$ cat config.mk
export PLATFORM = sky130hd
export DESIGN_NAME = pipeline_ctrl
export DESIGN_NICKNAME = d
export VERILOG_FILES = /design/src/rtl/pipeline_ctrl.sv
export SDC_FILE = /design/constraint.sdc
export NUM_CORES = 1
export LEC_CHECK = 0
export CAP_MARGIN = 40
export CORE_MARGIN = 1.5
export CORE_UTILIZATION = 48
export CTS_CLUSTER_SIZE = 20
export DETAILED_ROUTE_END_ITERATION = 8
export PLACE_DENSITY = 0.81
export REMOVE_ABC_BUFFERS = 1
export SLEW_MARGIN = 20
export SYNTH_ARGS = -nofsm -noshare
export SYNTH_HDL_FRONTEND = slang
export SYNTH_SLANG_ARGS = --single-unit
$ cat constraint.sdc
create_clock -name CLK -period 3.15 [get_ports CLK]
set_clock_uncertainty 0.05 [all_clocks]
set_input_delay 0.315 -clock CLK [delete_from_list [all_inputs] [get_ports CLK]]
set_output_delay 0.315 -clock CLK [all_outputs]
set_load 0.05 [all_outputs]
$ cat src/rtl/pipeline_ctrl.sv
// pipeline_ctrl
// Hazard and sequencing controller for the five-stage MIPS pipeline. It
// drives the en/flush pair of every pipeline latch and the PC write enable.
// It resolves data-memory waits, fetch misses, taken redirects, RAW hazards
// and the halt drain. It also keeps a saturating count of PC-stall cycles.
//
// Build option: define PIPE_FORWARDING_EN when the datapath has a forwarding
// unit. In that build only load-use stalls. Without it, any in-flight EX/MEM
// register write that matches an ID source also stalls.
//
// Ports
//   CLK, RST                      clock (rising edge), async active-high reset
//   ihit, dhit                    fetch / data access complete this cycle
//   id_rs, id_rt, id_uses_rt      source registers of the ID instruction
//   ex_RegWr, ex_dREN, ex_wsel    EX-stage register write / load / destination
//   ex_redirect                   taken branch or jump resolved in EX
//   mem_RegWr, mem_dREN, mem_dWEN MEM-stage controls
//   mem_halt, mem_wsel            MEM-stage halt flag and destination
//   pc_en                         PC write enable
//   *_en, *_flush                 latch controls (flush wins over en)
//   halt                          sticky registered halt
//   stall_cnt                     saturating count of PC-stall cycles
module pipeline_ctrl #(
  parameter int CNT_W = 32
) (
  input  logic             CLK,
  input  logic             RST,
  input  logic             ihit,
  input  logic             dhit,
  input  logic [4:0]       id_rs,
  input  logic [4:0]       id_rt,
  input  logic             id_uses_rt,
  input  logic             ex_RegWr,
  input  logic             ex_dREN,
  input  logic [4:0]       ex_wsel,
  input  logic             ex_redirect,
  input  logic             mem_RegWr,
  input  logic             mem_dREN,
  input  logic             mem_dWEN,
  input  logic             mem_halt,
  input  logic [4:0]       mem_wsel,
  output logic             pc_en,
  output logic             ifid_en,
  output logic             ifid_flush,
  output logic             idex_en,
  output logic             idex_flush,
  output logic             exmem_en,
  output logic             exmem_flush,
  output logic             memwb_en,
  output logic             memwb_flush,
  output logic             halt,
  output logic [CNT_W-1:0] stall_cnt
);

  typedef enum logic [1:0] {RUN, DWAIT, DRAIN, HALTED} state_t;

  state_t state, next_state;

  logic dstall;
  logic ex_src_match;
  logic loaduse;
  logic hazard;

  // A destination matches the ID instruction if it equals rs, or rt when rt
  // is actually read. Register 0 never matches.
  assign ex_src_match = (ex_wsel != 5'd0) &&
                        ((ex_wsel == id_rs) || (id_uses_rt && (ex_wsel == id_rt)));
  assign dstall  = (mem_dREN | mem_dWEN) & ~dhit;
  assign loaduse = ex_dREN & ex_src_match;

`ifdef PIPE_FORWARDING_EN
  assign hazard = loaduse;

  logic unused_raw;
  assign unused_raw = ^{ex_RegWr, mem_RegWr, mem_wsel};
`else
  logic mem_src_match;

  // WB is not checked because the register file writes before it reads.
  assign mem_src_match = (mem_wsel != 5'd0) &&
                         ((mem_wsel == id_rs) || (id_uses_rt && (mem_wsel == id_rt)));
  assign hazard = loaduse | (ex_RegWr & ex_src_match) | (mem_RegWr & mem_src_match);
`endif

  always_ff @(posedge CLK or posedge RST) begin
    if (RST) begin
      state <= RUN;
    end else begin
      state <= next_state;
    end
  end

  // The drain happens on the cycle mem_halt is seen, so the register goes
  // straight to HALTED. That gives the predecessor exactly one WB cycle. The
  // DRAIN encoding behaves the same way if it is ever entered.
  always_comb begin
    next_state  = state;
    pc_en       = 1'b0;
    ifid_en     = 1'b0;
    ifid_flush  = 1'b0;
    idex_en     = 1'b0;
    idex_flush  = 1'b0;
    exmem_en    = 1'b0;
    exmem_flush = 1'b0;
    memwb_en    = 1'b0;
    memwb_flush = 1'b0;
    if (!RST) begin
      case (state)
        RUN, DWAIT: begin
          if (mem_halt) begin
            ifid_flush  = 1'b1;
            idex_flush  = 1'b1;
            exmem_flush = 1'b1;
            memwb_en    = 1'b1;
            next_state  = HALTED;
          end else if (dstall) begin
            memwb_flush = 1'b1;
            next_state  = DWAIT;
          end else begin
            next_state = RUN;
            ifid_en    = 1'b1;
            idex_en    = 1'b1;
            exmem_en   = 1'b1;
            memwb_en   = 1'b1;
            if (ex_redirect) begin
              pc_en      = 1'b1;
              ifid_flush = 1'b1;
              idex_flush = 1'b1;
            end else if (hazard) begin
              ifid_en    = 1'b0;
              idex_flush = 1'b1;
            end else if (!ihit) begin
              ifid_flush = 1'b1;
            end else begin
              pc_en = 1'b1;
            end
          end
        end
        DRAIN: begin
          ifid_flush  = 1'b1;
          idex_flush  = 1'b1;
          exmem_flush = 1'b1;
          memwb_en    = 1'b1;
          next_state  = HALTED;
        end
        HALTED: begin
          next_state = HALTED;
        end
        default: begin
          next_state = RUN;
        end
      endcase
    end
  end

  // halt follows the HALTED state one cycle late. That places its rise two
  // cycles after mem_halt is first seen.
  always_ff @(posedge CLK or posedge RST) begin
    if (RST) begin
      halt <= 1'b0;
    end else begin
      halt <= (state == HALTED);
    end
  end

  always_ff @(posedge CLK or posedge RST) begin
    if (RST) begin
      stall_cnt <= '0;
    end else if (((state == RUN) || (state == DWAIT)) && !pc_en && (stall_cnt != '1)) begin
      stall_cnt <= stall_cnt + {{(CNT_W-1){1'b0}}, 1'b1};
    end
  end

endmodule

== After elaboration in Yosys (flattened, before gate mapping) ==
Cells that the tools add are included.

* Bits in writable memories: 0
* Memories kept: 0
* Bits in read-only memories: 0
* Output and inout bits: 42
* Bits in latches: 0
* Register bits after elaboration: 35

* Bitwise operators: 8
* Div/mod/pow operators: 0
* Order comparisons: 0
* Multipliers: 0
* Reductions and logical operators: 15
* Equal/unequal tests: 8
* Mux-type cells: 43
* Shifts and indexed selects: 0
* Add/sub/neg operators: 1

{| class="wikitable"
|+ Operator list
! cell !! number
|-
| $mux 1 || 37
|-
| $add 32x1->32 const B || 1
|-
| $ne 32x32->1 const B || 1
|-
| $eq 5x5->1 || 4
|-
| $reduce_bool 5->1 || 2
|-
| $pmux 1 s2 || 4
|-
| $logic_and 1x1->1 || 6
|-
| $and 1x1->1 || 4
|-
| $eq 2x2->1 const B || 2
|-
| $pmux 2 s2 || 1
|-
| $reduce_or 2->1 || 2
|-
| $logic_or 1x1->1 || 3
|-
| $or 1x1->1 || 3
|-
| $eq 2x1->1 const B || 1
|-
| $logic_not 2->1 || 1
|-
| $mux 2 || 1
|-
| $logic_not 1->1 || 1
|-
| $not 1->1 || 1
|}

== Logic depth before layout (Yosys ltp) ==
* Depth in word-level cells: 16
* Depth in mapped cells: 8
* Gate-level depth less buffers: 8

== Worst setup path before layout ==
Ideal clock, no wire load.

* Path type: register to output
* Start point: register state[1]
* End point: output port pc_en
* Data arrival time: 2.199 ns
* Cell stages (with the launch flop): 6
* Required time: 2.785 ns
* Path slack: 0.586 ns
* Path through: dfrtp_1 -> buf_2 -> nor4_4 -> o21ai_0 -> o21bai_1 -> inv_1

* Word-level cells in the longest chain between the ends: 4

{| class="wikitable"
|+ RTL lines
! what !! line !! RTL
|-
| from (decl) || 57 || <nowiki>state_t state, next_state;</nowiki>
|-
| from (signal assigned) || 89 || <nowiki>state <= next_state;</nowiki>
|-
| $eq 2x1->1 or $logic_not 2->1 (tied branches) || 108 || <nowiki>case (state)</nowiki>
|-
| $reduce_or 2->1 * || 108 ||
|-
| $mux 1 * || 108 ||
|-
| $mux 1 * || 107 || <nowiki>if (!RST) begin</nowiki>
|-
| to (decl) || 42 || <nowiki>output logic pc_en,</nowiki>
|}

Mark *: on every way between the ends. The rest lies on a longest branch, timed or not.

== Worst setup path in the final report ==
* Start point: input port ex_wsel[1]
* End point: output port idex_flush

* Word-level cells in the longest chain between the ends: 13

{| class="wikitable"
|+ RTL lines
! what !! line !! RTL
|-
| from (decl) || 35 || <nowiki>input logic [4:0] ex_wsel,</nowiki>
|-
| $eq 5x5->1 || 67 || <nowiki>((ex_wsel == id_rs) || (id_uses_rt && (ex_wsel == id_rt)));</nowiki>
|-
| $logic_and 1x1->1 || 67 ||
|-
| $logic_or 1x1->1 || 67 ||
|-
| $logic_and 1x1->1 * || 66 || <nowiki>assign ex_src_match = (ex_wsel != 5'd0) &&</nowiki>
|-
| $and 1x1->1, on equally long branches || 69, 82 ||
|-
| $or 1x1->1 * (2 in a row) || 82 || <nowiki>assign hazard = loaduse | (ex_RegWr & ex_src_match) | (mem_RegWr & mem_src_match);</nowiki>
|-
| $mux 1 * || 129 || <nowiki>end else if (hazard) begin</nowiki>
|-
| $mux 1 * || 125 || <nowiki>if (ex_redirect) begin</nowiki>
|-
| $mux 1 * || 116 || <nowiki>end else if (dstall) begin</nowiki>
|-
| $mux 1 * || 110 || <nowiki>if (mem_halt) begin</nowiki>
|-
| $pmux 1 s2 * || 108 ||
|-
| $mux 1 * || 107 ||
|-
| to (decl) || 46 || <nowiki>output logic idex_flush,</nowiki>
|}

Marks and branches as above.

==> results by group <==
CTS
  – CTS tree: built
  – Clk_lat worst skew: 0.28 ns
  – Setup repair bufs after CTS: 0
  – CTS Buf Count: 5
  – Post-CTS resize count: 0
  – Maximum clock path buffer count: 2
  – H-Tree Depth: 2
  – CTS Hold Bufs: 0
  – Root buffer cell: clkbuf_8
  – Reg clk slew, reported paths: approximately 0.06 ns
  – Clock sinks: 35

Outcome
  – Status: finished, final reports clean

Logic synthesis
  – Synth top cells by count: 40 x xnor2_1, 35 x dfrtp_1, 20 x nand2_1
  – Syn_area_per_cell: 10.3 um2
  – Seq/Total Area, Yosys: 42.3%
  – Top cells by area, synth: dfrtp_1 42%, xnor2_1 17%, xor2_1 4.7%, nand2_1 3.6%, nand4_1 3.6%
  – Synth area leader: dfrtp_1
  – Share of async-settable or async-resettable flops after synthesis: 100%
  – Synthesized flop and latch total: 35
  – Yosys warning count: 0
  – Count of different cell masters after synthesis: 45
  – Top-count cell post-synth: xnor2_1
  – Synth top area share: 42.3%
  – Mapped Cells: 200
  – Post-synth EDFFs: 0
  – Post-synth top flop: dfrtp_1
  – Mapped Area: 2070 um2

Global route
  – Initial antenna violation count: 0
  – Total grt overflow: 0
  – First-pass GRT wire length: 7530 um
  – Number of global-route vias before repair: 1665
  – Largest net degree at the start of global routing: 36
  – Gr usage total: 21.7%

Floorplan
  – Num ports: 74
  – Die ar.: 4710 um2
  – Site Rows: 23
  – Core ar.: 4060 um2
  – Die height: between 60 and 70 um
  – Initial core utilization: 51.0%
  – Die width: 68.6 um

Detailed routing
  – Via count: between 1500 and 2000
  – Post-route DRC: 0
  – Routed Antenna Nets: 0
  – Routed len/inst: 14.7 um
  – DRT iter0 DRCs: 33
  – WL final: 4840 um
  – Vias/cell: 5.36
  – DRT Pass-1 Iters: 5

STA
  – Tmin final: 2.83 ns
  – RSZ-0062 raised after global routing: false
  – Rel. slew slack: 64.0%
  – Setup TNS: 0 ns
  – Least-Margin Pin Slew: 0.535 ns
  – Final Hold Viols: 0
  – Setup WS post-layout: roughly 0.32 ns
  – Final-report setup violation count: 0
  – Slew Limit Fails: 0
  – Final period utilization: approximately 90%
  – Max Clock Freq: 0.353 GHz

Min path
  – Hold Path Stages: 1
  – Min-Delay Path Class: reg -> reg
  – Hold Path End: stall_cnt[16]
  – Min-delay src: stall_cnt[16]

Place
  – Total placed cells including tap cells: 321
  – Place WS: 0.307 ns
  – Port buffer count: 73
  – HPWL after detailed placement: 3710 um
  – Gpl congestion: 0.772

Worst setup path
  – CP endpoint kind: output port
  – R2R Path End: stall_cnt[25]
  – CP cell instances: clkdlybuf4s50_1, or4_1, o22a_2, a32o_2, o41a_2, buf_4
  – Worst path max stage delay: ~0.55 ns
  – Launching element type of the critical path: input pin
  – Slowest-stage cell, CP: or4_1
  – R2r worst-path depth: 8
  – CP max FO: 4
  – Reg2reg setup slack: 0.86 ns
  – Crit Path Class: in -> out
  – Worst Path Required: 2.78 ns
  – CP Data Arrival Time: 2.47 ns
  – Critical R2R Launch: stall_cnt[0]

Pwr
  – Leak: around 0.0012 uW
  – Power per cell area: 372 nW/um2
  – Worst VDD drop: 0.509 mV

Job
  – Max Cap Violations: 0

Layout
  – Core Util, Final: about 73%
  – Ant. Diodes: 0
  – P&R area growth vs syn: 43.1%
  – Share of cells above drive strength 1: about a tenth
  – Fillers: about 330
  – Nets: 311
  – Post-route insts no fill: 328
[layout make-up]
class / instances / area (um2) / share of cell area [%]
clock buffers: 6 / 82.6 / 2.79
clock inverters: 1 / 5.00 / 0.169
inverters: 6 / 22.5 / 0.761
multi-input cells: 156 / 1150 / 38.7
flip-flops and latches: 35 / 876 / 29.6
well taps: 50 / 62.6 / 2.11
repair buffers: 74 / 766 / 25.9
[worst max path at each step]
| stage | start | end | slack, ns |
|---|---|---|---|
| after floorplan | state[1] | pc_en | 0.13 |
| after global placement | ex_wsel[1] | idex_flush | 0.34 |
| after global routing | ex_wsel[1] | idex_flush | 0.26 |
| final | ex_wsel[1] | idex_flush | 0.32 |
| after CTS | ex_wsel[1] | idex_flush | 0.30 |
| after detailed placement | ex_wsel[1] | idex_flush | 0.31 |
[per-layer routing]
metal | up-vias | track usage, % | part of all wire [%]
li1 | 859 | - | -
met1 | 833 | 25.8 | 41
met4 | 0 | 7.75 | 1.3
met2 | 60 | 36.4 | 46
met5 | - | 0 | 0
met3 | 7 | 7.31 | 11
[through the flow]
stage / hold slack (ns) / power [uW] / area (um2)
floorplan: 0.356 / 671 / 2040
global placement: 0.434 / 787 / 2870
detailed placement: 0.434 / 790 / 2870
CTS: 0.454 / 1110 / 2960
global route: 0.478 / 1150 / 2960
finish: 0.449 / 1100 / 2960
[report_power, final]
group,leakage (uW),switching (uW),internal (uW)
Sequential,0.000467,29.4,474
Combinational,0.000677,156,121
Clock,0.0000470,151,171
Total,0.00119,336,766
[layout by cell type (no fill, tap or decap), types with 3 or more instances in the layout]
cell type        netlist  routed
a21o_1                 4       4
buf_12                 0       3
clkbuf_8               0       6
clkdlybuf4s50_1        0      69
dfrtp_1               35      35
inv_1                  6       6
nand2_1               20      20
nand3_1               12      12
nand4_1               12      12
nor2_1                11      11
nor3_1                 5       5
nor3b_1                3       3
xnor2_1               40      40
xor2_1                11      11
[logic make-up after synthesis]
group,after synthesis,share of synthesized area [%]
buffers and inverters,9,2.24
XOR/XNOR,51,21.6
adder cells (fa/ha/maj),1,0.605
AO/OA/AOI/OAI,20,9.68
flip-flops,35,42.3
AND/OR/NAND/NOR,82,22.5
multiplexers,2,1.03
[sequential cells by signal (all words and copies together), names as in the netlist]
signal / flops
stall_cnt: 32
state: 2
halt: 1
[worst max-delay path: cells and delay by family]
kind	cells	cell delay, ns
buffers and inverters	2	0.68
and+or+nand+nor	1	0.55
AOI/OAI and AO/OA	3	0.92
Power figures use the tool's default switching activity.
